[src/rtl/count_tracker_pkg.sv]
// Shared types and helpers for the ripple-counter tracker.
// Holds the FSM state type, synchroniser depth and step arithmetic.
package count_tracker_pkg;

    typedef enum logic {
        INIT,
        TRACK
    } state_t;

    localparam int SYNC_STAGES = 2;

    function automatic logic [31:0] step_delta(
        input logic [31:0] q,
        input logic [31:0] c,
        input int          w
    );
        logic [31:0] mask;
        mask = (32'd1 << w) - 32'd1;
        return (c - q) & mask;
    endfunction

endpackage

[src/rtl/count_tracker_stab_filter.sv]
// Synchroniser plus settle filter for the asynchronous ripple count.
// Presents a candidate value and a flag once it has been seen STABLE times.
module stab_filter #(
    parameter int W      = 4,
    parameter int STABLE = 2
) (
    input  logic         clk,
    input  logic         rst,
    input  logic [W-1:0] din,
    output logic [W-1:0] cand,
    output logic         stable
);
    import count_tracker_pkg::*;

    localparam int CW = $clog2(STABLE + 1);

    logic [W-1:0]           sync_q [SYNC_STAGES];
    logic [SYNC_STAGES-1:0] fill;
    logic [CW-1:0]          scnt;

    // Reset zeros in the synchroniser are not real samples of O,
    // so the filter ignores them until the pipe has filled.
    always_ff @(posedge clk) begin
        if (rst) begin
            for (int i = 0; i < SYNC_STAGES; i++) sync_q[i] <= '0;
            fill <= '0;
            cand <= '0;
            scnt <= '0;
        end else begin
            sync_q[0] <= din;
            for (int i = 1; i < SYNC_STAGES; i++) sync_q[i] <= sync_q[i-1];
            fill <= {fill[SYNC_STAGES-2:0], 1'b1};
            if (fill[SYNC_STAGES-1]) begin
                if (sync_q[SYNC_STAGES-1] != cand) begin
                    cand <= sync_q[SYNC_STAGES-1];
                    scnt <= CW'(1);
                end else if (scnt != CW'(STABLE)) begin
                    scnt <= scnt + CW'(1);
                end
            end
        end
    end

    assign stable = (scnt == CW'(STABLE));

endmodule

[src/rtl/count_tracker.sv]
// Tracks a glitchy ripple up/down counter and extends it with a wrap epoch.
// Classifies each settled change as up, down or illegal jump.
module count_tracker #(
    parameter int W      = 4,
    parameter int EXT    = 4,
    parameter int STABLE = 2
) (
    input  logic           C,
    input  logic           R,
    input  logic [W-1:0]   O,
    output logic [W-1:0]   Q,
    output logic [EXT-1:0] E,
    output logic           V,
    output logic           UP,
    output logic           WRAP,
    output logic           ERR
);
    import count_tracker_pkg::*;

    localparam logic [W-1:0] MAX  = '1;
    localparam logic [31:0]  D_UP = 32'd1;
    localparam logic [31:0]  D_DN = (32'd1 << W) - 32'd1;

    state_t       state;
    logic [W-1:0] cand;
    logic         stable;
    logic         accept;
    logic [31:0]  d;

    stab_filter #(
        .W      (W),
        .STABLE (STABLE)
    ) u_filt (
        .clk    (C),
        .rst    (R),
        .din    (O),
        .cand   (cand),
        .stable (stable)
    );

    assign d      = step_delta(32'(Q), 32'(cand), W);
    assign accept = stable && (state == INIT || cand != Q);

    always_ff @(posedge C) begin
        if (R) begin
            state <= INIT;
            Q     <= '0;
            E     <= '0;
            V     <= 1'b0;
            UP    <= 1'b0;
            WRAP  <= 1'b0;
            ERR   <= 1'b0;
        end else begin
            V    <= 1'b0;
            WRAP <= 1'b0;
            ERR  <= 1'b0;
            if (accept) begin
                Q <= cand;
                V <= 1'b1;
                case (state)
                    INIT: state <= TRACK;
                    TRACK: begin
                        unique case (1'b1)
                            (d == D_UP): begin
                                UP <= 1'b1;
                                if (Q == MAX && cand == '0) begin
                                    WRAP <= 1'b1;
                                    E    <= E + EXT'(1);
                                end
                            end
                            (d == D_DN): begin
                                UP <= 1'b0;
                                if (Q == '0 && cand == MAX) begin
                                    WRAP <= 1'b1;
                                    E    <= E - EXT'(1);
                                end
                            end
                            default: ERR <= 1'b1;
                        endcase
                    end
                    default: state <= INIT;
                endcase
            end
        end
    end

endmodule

[config.mk]
export PLATFORM = sky130hd
export DESIGN_NAME = count_tracker
export DESIGN_NICKNAME = d
export VERILOG_FILES = /design/src/rtl/count_tracker_pkg.sv /design/src/rtl/count_tracker_stab_filter.sv /design/src/rtl/count_tracker.sv
export SDC_FILE = /design/constraint.sdc
export NUM_CORES = 1
export LEC_CHECK = 0
export CORE_MARGIN = 1.5
export CORE_UTILIZATION = 48
export DETAILED_ROUTE_END_ITERATION = 7
export GPL_TIMING_DRIVEN = 0
export PLACE_DENSITY = 0.84
export SYNTH_ARGS = -nofsm -noshare
export SYNTH_HDL_FRONTEND = slang
export SYNTH_HIERARCHICAL = 1
export SYNTH_SLANG_ARGS = --single-unit
[constraint.sdc]
create_clock -name C -period 3.2 [get_ports C]
set_clock_uncertainty 0.05 [all_clocks]
set_input_delay 0.8 -clock C [delete_from_list [all_inputs] [get_ports C]]
set_output_delay 0.8 -clock C [all_outputs]
set_load 0.01 [all_outputs]
==> flow_metrics.py <==
metrics = {
    "pwr": {
        "p_int_w": 0.000475,
        "powerDensity_nw_per_um2": 367,
        "p_sw_w": 0.000167,
        "power_w": 0.000642,
        "vdd_drop_max_uv": 375,
        "leakage_nw": 0.662,
        "clkPwrFrac_pct": 34.2,
        "p_sw_share_pct": 26.0,
        "power_frac_comb_pct": 7.4,
        "seq_power_share_pct": 58.4,
    },
    "floorplanning": {
        "die-width_um": 57.2,
        "dieArea_um2": 3270,
        "fp-row-count": 19,
        "core_area_um2": 2780,
        "die_h_um": 57.2,
        "start_util_pct": 50.7,
        "num_io_pins": 18,
    },
    "synth": {
        "syn_nets": 158,
        "synth_warnings": 6,
        "synthSimpleGateAreaFrac_pct": 23.4,
        "synth_top_family_by_area": "simple AND/OR/NAND/NOR gates",
        "synth-seq-area-share_pct": 41.2,
        "yosys.area_share.xor_xnor_pct": 6.12,
        "netlist-cell-type-count": 34,
        "synth_edf_count": 0,
        "synthCells": 144,
        "synthMuxAreaShare_pct": 9.05,
        "synthFlopType": "dfxtp_1",
        "synth-adder-area-share_pct": 8.16,
        "synth_compound_area_share_pct": 8.25,
        "synth.avg_cell_area_um2": 9.79,
        "synthesis.area_um2": 1410,
        "postSynth.asyncResetShare_pct": 0,
        "ys_seq_elements": 29,
    },
    "setup_path": {
        "path_max_fanout": 6,
        "path_class": "reg -> reg",
        "crit_arrival_ps": 3220,
        "cp.required_ps": 3380,
        "reg2reg_setup_slack_ps": 160,
        "cp.depth": 12,
        "critPathTopFamily": "adder cells",
        "worstSetupStartpointType": "flop",
        "cp_cell_sequence": "inv_1, ha_1, inv_1, fa_1, nor2b_4, nand2_1, nor2_4, ha_1, a21o_1, a2111oi_2, mux2i_1, mux2_2",
        "worst-path-buf-inv": 2,
        "crit_slowest_cell": "fa_1",
        "crit_path_max_incr_delay_ps": 540,
        "end_kind": "flop",
        "ff2ff_path_depth": 12,
    },
    "clock_network": {
        "cts_buffers": 5,
        "worstSkewPairLatency_ps": 340,
        "cts_tree": "built",
        "cts.sinks": 29,
        "htreeDepth": 2,
        "ctsHoldBuffers": 0,
        "clk_path_buf_depth": 2,
        "cts_root_buffer": "clkbuf_4",
        "path_clk_slew_ps": 100,
    },
    "sta": {
        "finalMaxSlewViolations": 0,
        "final-setup-viol-count": 0,
        "tightest_slew_ps": 550,
        "tns_ps": 0,
        "finalCriticalPeriod_ps": 3040,
        "relSlewSlack_pct": 63.1,
        "min_period_over_period_pct": 94.9,
        "max_freq_ghz": 0.329,
        "hold_viol": 0,
    },
    "layout": {
        "diodes": 0,
        "final_cells": 204,
        "num-nets-final": 186,
        "drive_above_1_share_pct": 17.9,
        "final_area_um2": 1750,
        "syn2layout_area_growth_pct": 24.1,
        "finalCoreUtilization_pct": 62.9,
    },
    "min_path": {
        "min_path_cells": 1,
        "hold_path.class": "reg -> reg",
    },
    "detailed_routing": {
        "routed_via_density": 5.52,
        "dr_total_vias": 1127,
        "finalWirelength_um": 2900,
        "drc": 0,
        "drtIter0Drc": 25,
        "ant_nets": 0,
        "dr.pass1.iters": 4,
        "wl_per_cell_um": 14.2,
    },
    "global_route": {
        "grt_use_total_pct": 18.7,
        "grt_pass1_wl_um": 4690,
        "grt_max_degree": 14,
        "antenna_found_initial": 0,
        "grt_overflow": 0,
        "grt_pass1_vias": 1111,
    },
    "status": {
        "outcome": "finished, final reports clean",
    },
    "placed_design": {
        "placed_cells": 192,
        "gp_congestion": 0.827,
        "place_area_um2": 1620,
        "portBuffers": 17,
        "dp_hpwl_um": 2040,
    },
    "run": {
        "drv_cap": 0,
    },
}
-- state kept, by name, summed over array words and instances (netlist names), 2 cells and up --
signal,cells
E,4
u_filt/fill,2
Q,4
u_filt/sync_q,8
u_filt/scnt,2
u_filt/cand,4
-- cell families (layout without fill, tap and decap cells) --
family          Yosys count  after routing
compound gates           18             18
xor+xnor                  9              9
fa+ha+maj                 8              8
buf+inv                  13             42
flops                    29             29
mux                      12             12
simple gates             55             55
-- cell usage in the layout, fill, tap and decap left out, drive strengths merged, types with 2 or more instances in the layout --
cell type and n:
nand2 4, nand4 8, fa 2, clkinv 2, ha 6, a2111oi 2
mux2 3, o21ai 6, nor2 15, a21oi 5, mux2i 9, clkbuf 7
or3 2, nor2b 12, dfxtp 29, nor3 5, and4bb 4, buf 6
xnor2 8, inv 9, clkdlybuf4s50 17
-- layer usage --
layer | vias up | global-route usage [%] | share of wire [%]
met4 | 0 | 8.97 | 1.5
met2 | 22 | 31.7 | 52
li1 | 565 | - | -
met5 | - | 0 | 0
met1 | 534 | 20.5 | 42
met3 | 6 | 7.48 | 4.1
-- synthesized netlist by cell type (3+ instances only) --
library cell  count  area [um2]
ha_1              6        75.1
nand2_1           4        15.0
mux2i_1           9        90.1
inv_1             9        33.8
nand4_1           7        43.8
nor2b_1          12        75.1
a21oi_1           5        25.0
and4bb_2          4        50.1
xnor2_1           8        70.1
nor2_1           15        56.3
dfxtp_1          29         581
nor3_1            5        25.0
o21ai_0           3        15.0
o21ai_1           3        15.0
-- per-stage QoR --
stage	setup WS, ps	hold slack (ps)
6_report	162	401
5_1_grt	-30.7	412
4_1_cts	35.0	400
3_5_place_dp	-143	376
3_3_place_gp	15.0	367
2_1_floorplan	181	364
-- path summary, 6_finish.rpt --
kind / from / end
max reg2reg: u_filt/cand[0]$_SDFFE_PP0P_ / E[3]$_SDFFE_PP0P_
min reg2reg: u_filt/sync_q[0][2]$_SDFF_PP0_ / u_filt/sync_q[0][6]$_SDFF_PP0_
max: u_filt/cand[0]$_SDFFE_PP0P_ / E[3]$_SDFFE_PP0P_
min: u_filt/sync_q[0][2]$_SDFF_PP0_ / u_filt/sync_q[0][6]$_SDFF_PP0_
-- cell type report --
type,count,area [um2]
fill,232,1030
clock inverter,3,17.5
timing repair buffer,21,200
clock buffer,5,37.5
tap,31,38.8
buffer,4,20.0
multi-input combinational,102,820
inverter,9,33.8
sequential,29,583
-- timing repair --
item	4_1_cts	5_1_grt
gates resized for setup	5	6
pin swaps	1	2
setup buffers	0	4
endpoints found under the setup margin	1	1
-- power by group through the flow --
stage / Combinational [W] / Clock [W] / Sequential, W
after floorplan: 0.0000289 / 0 / 0.000382
after global placement: 0.0000411 / 0 / 0.000383
after detailed placement: 0.0000435 / 0 / 0.000383
after CTS: 0.0000451 / 0.000224 / 0.000375
after global routing: 0.0000520 / 0.000240 / 0.000376
final: 0.0000474 / 0.000220 / 0.000375
(Power assumes the default switching activity.)
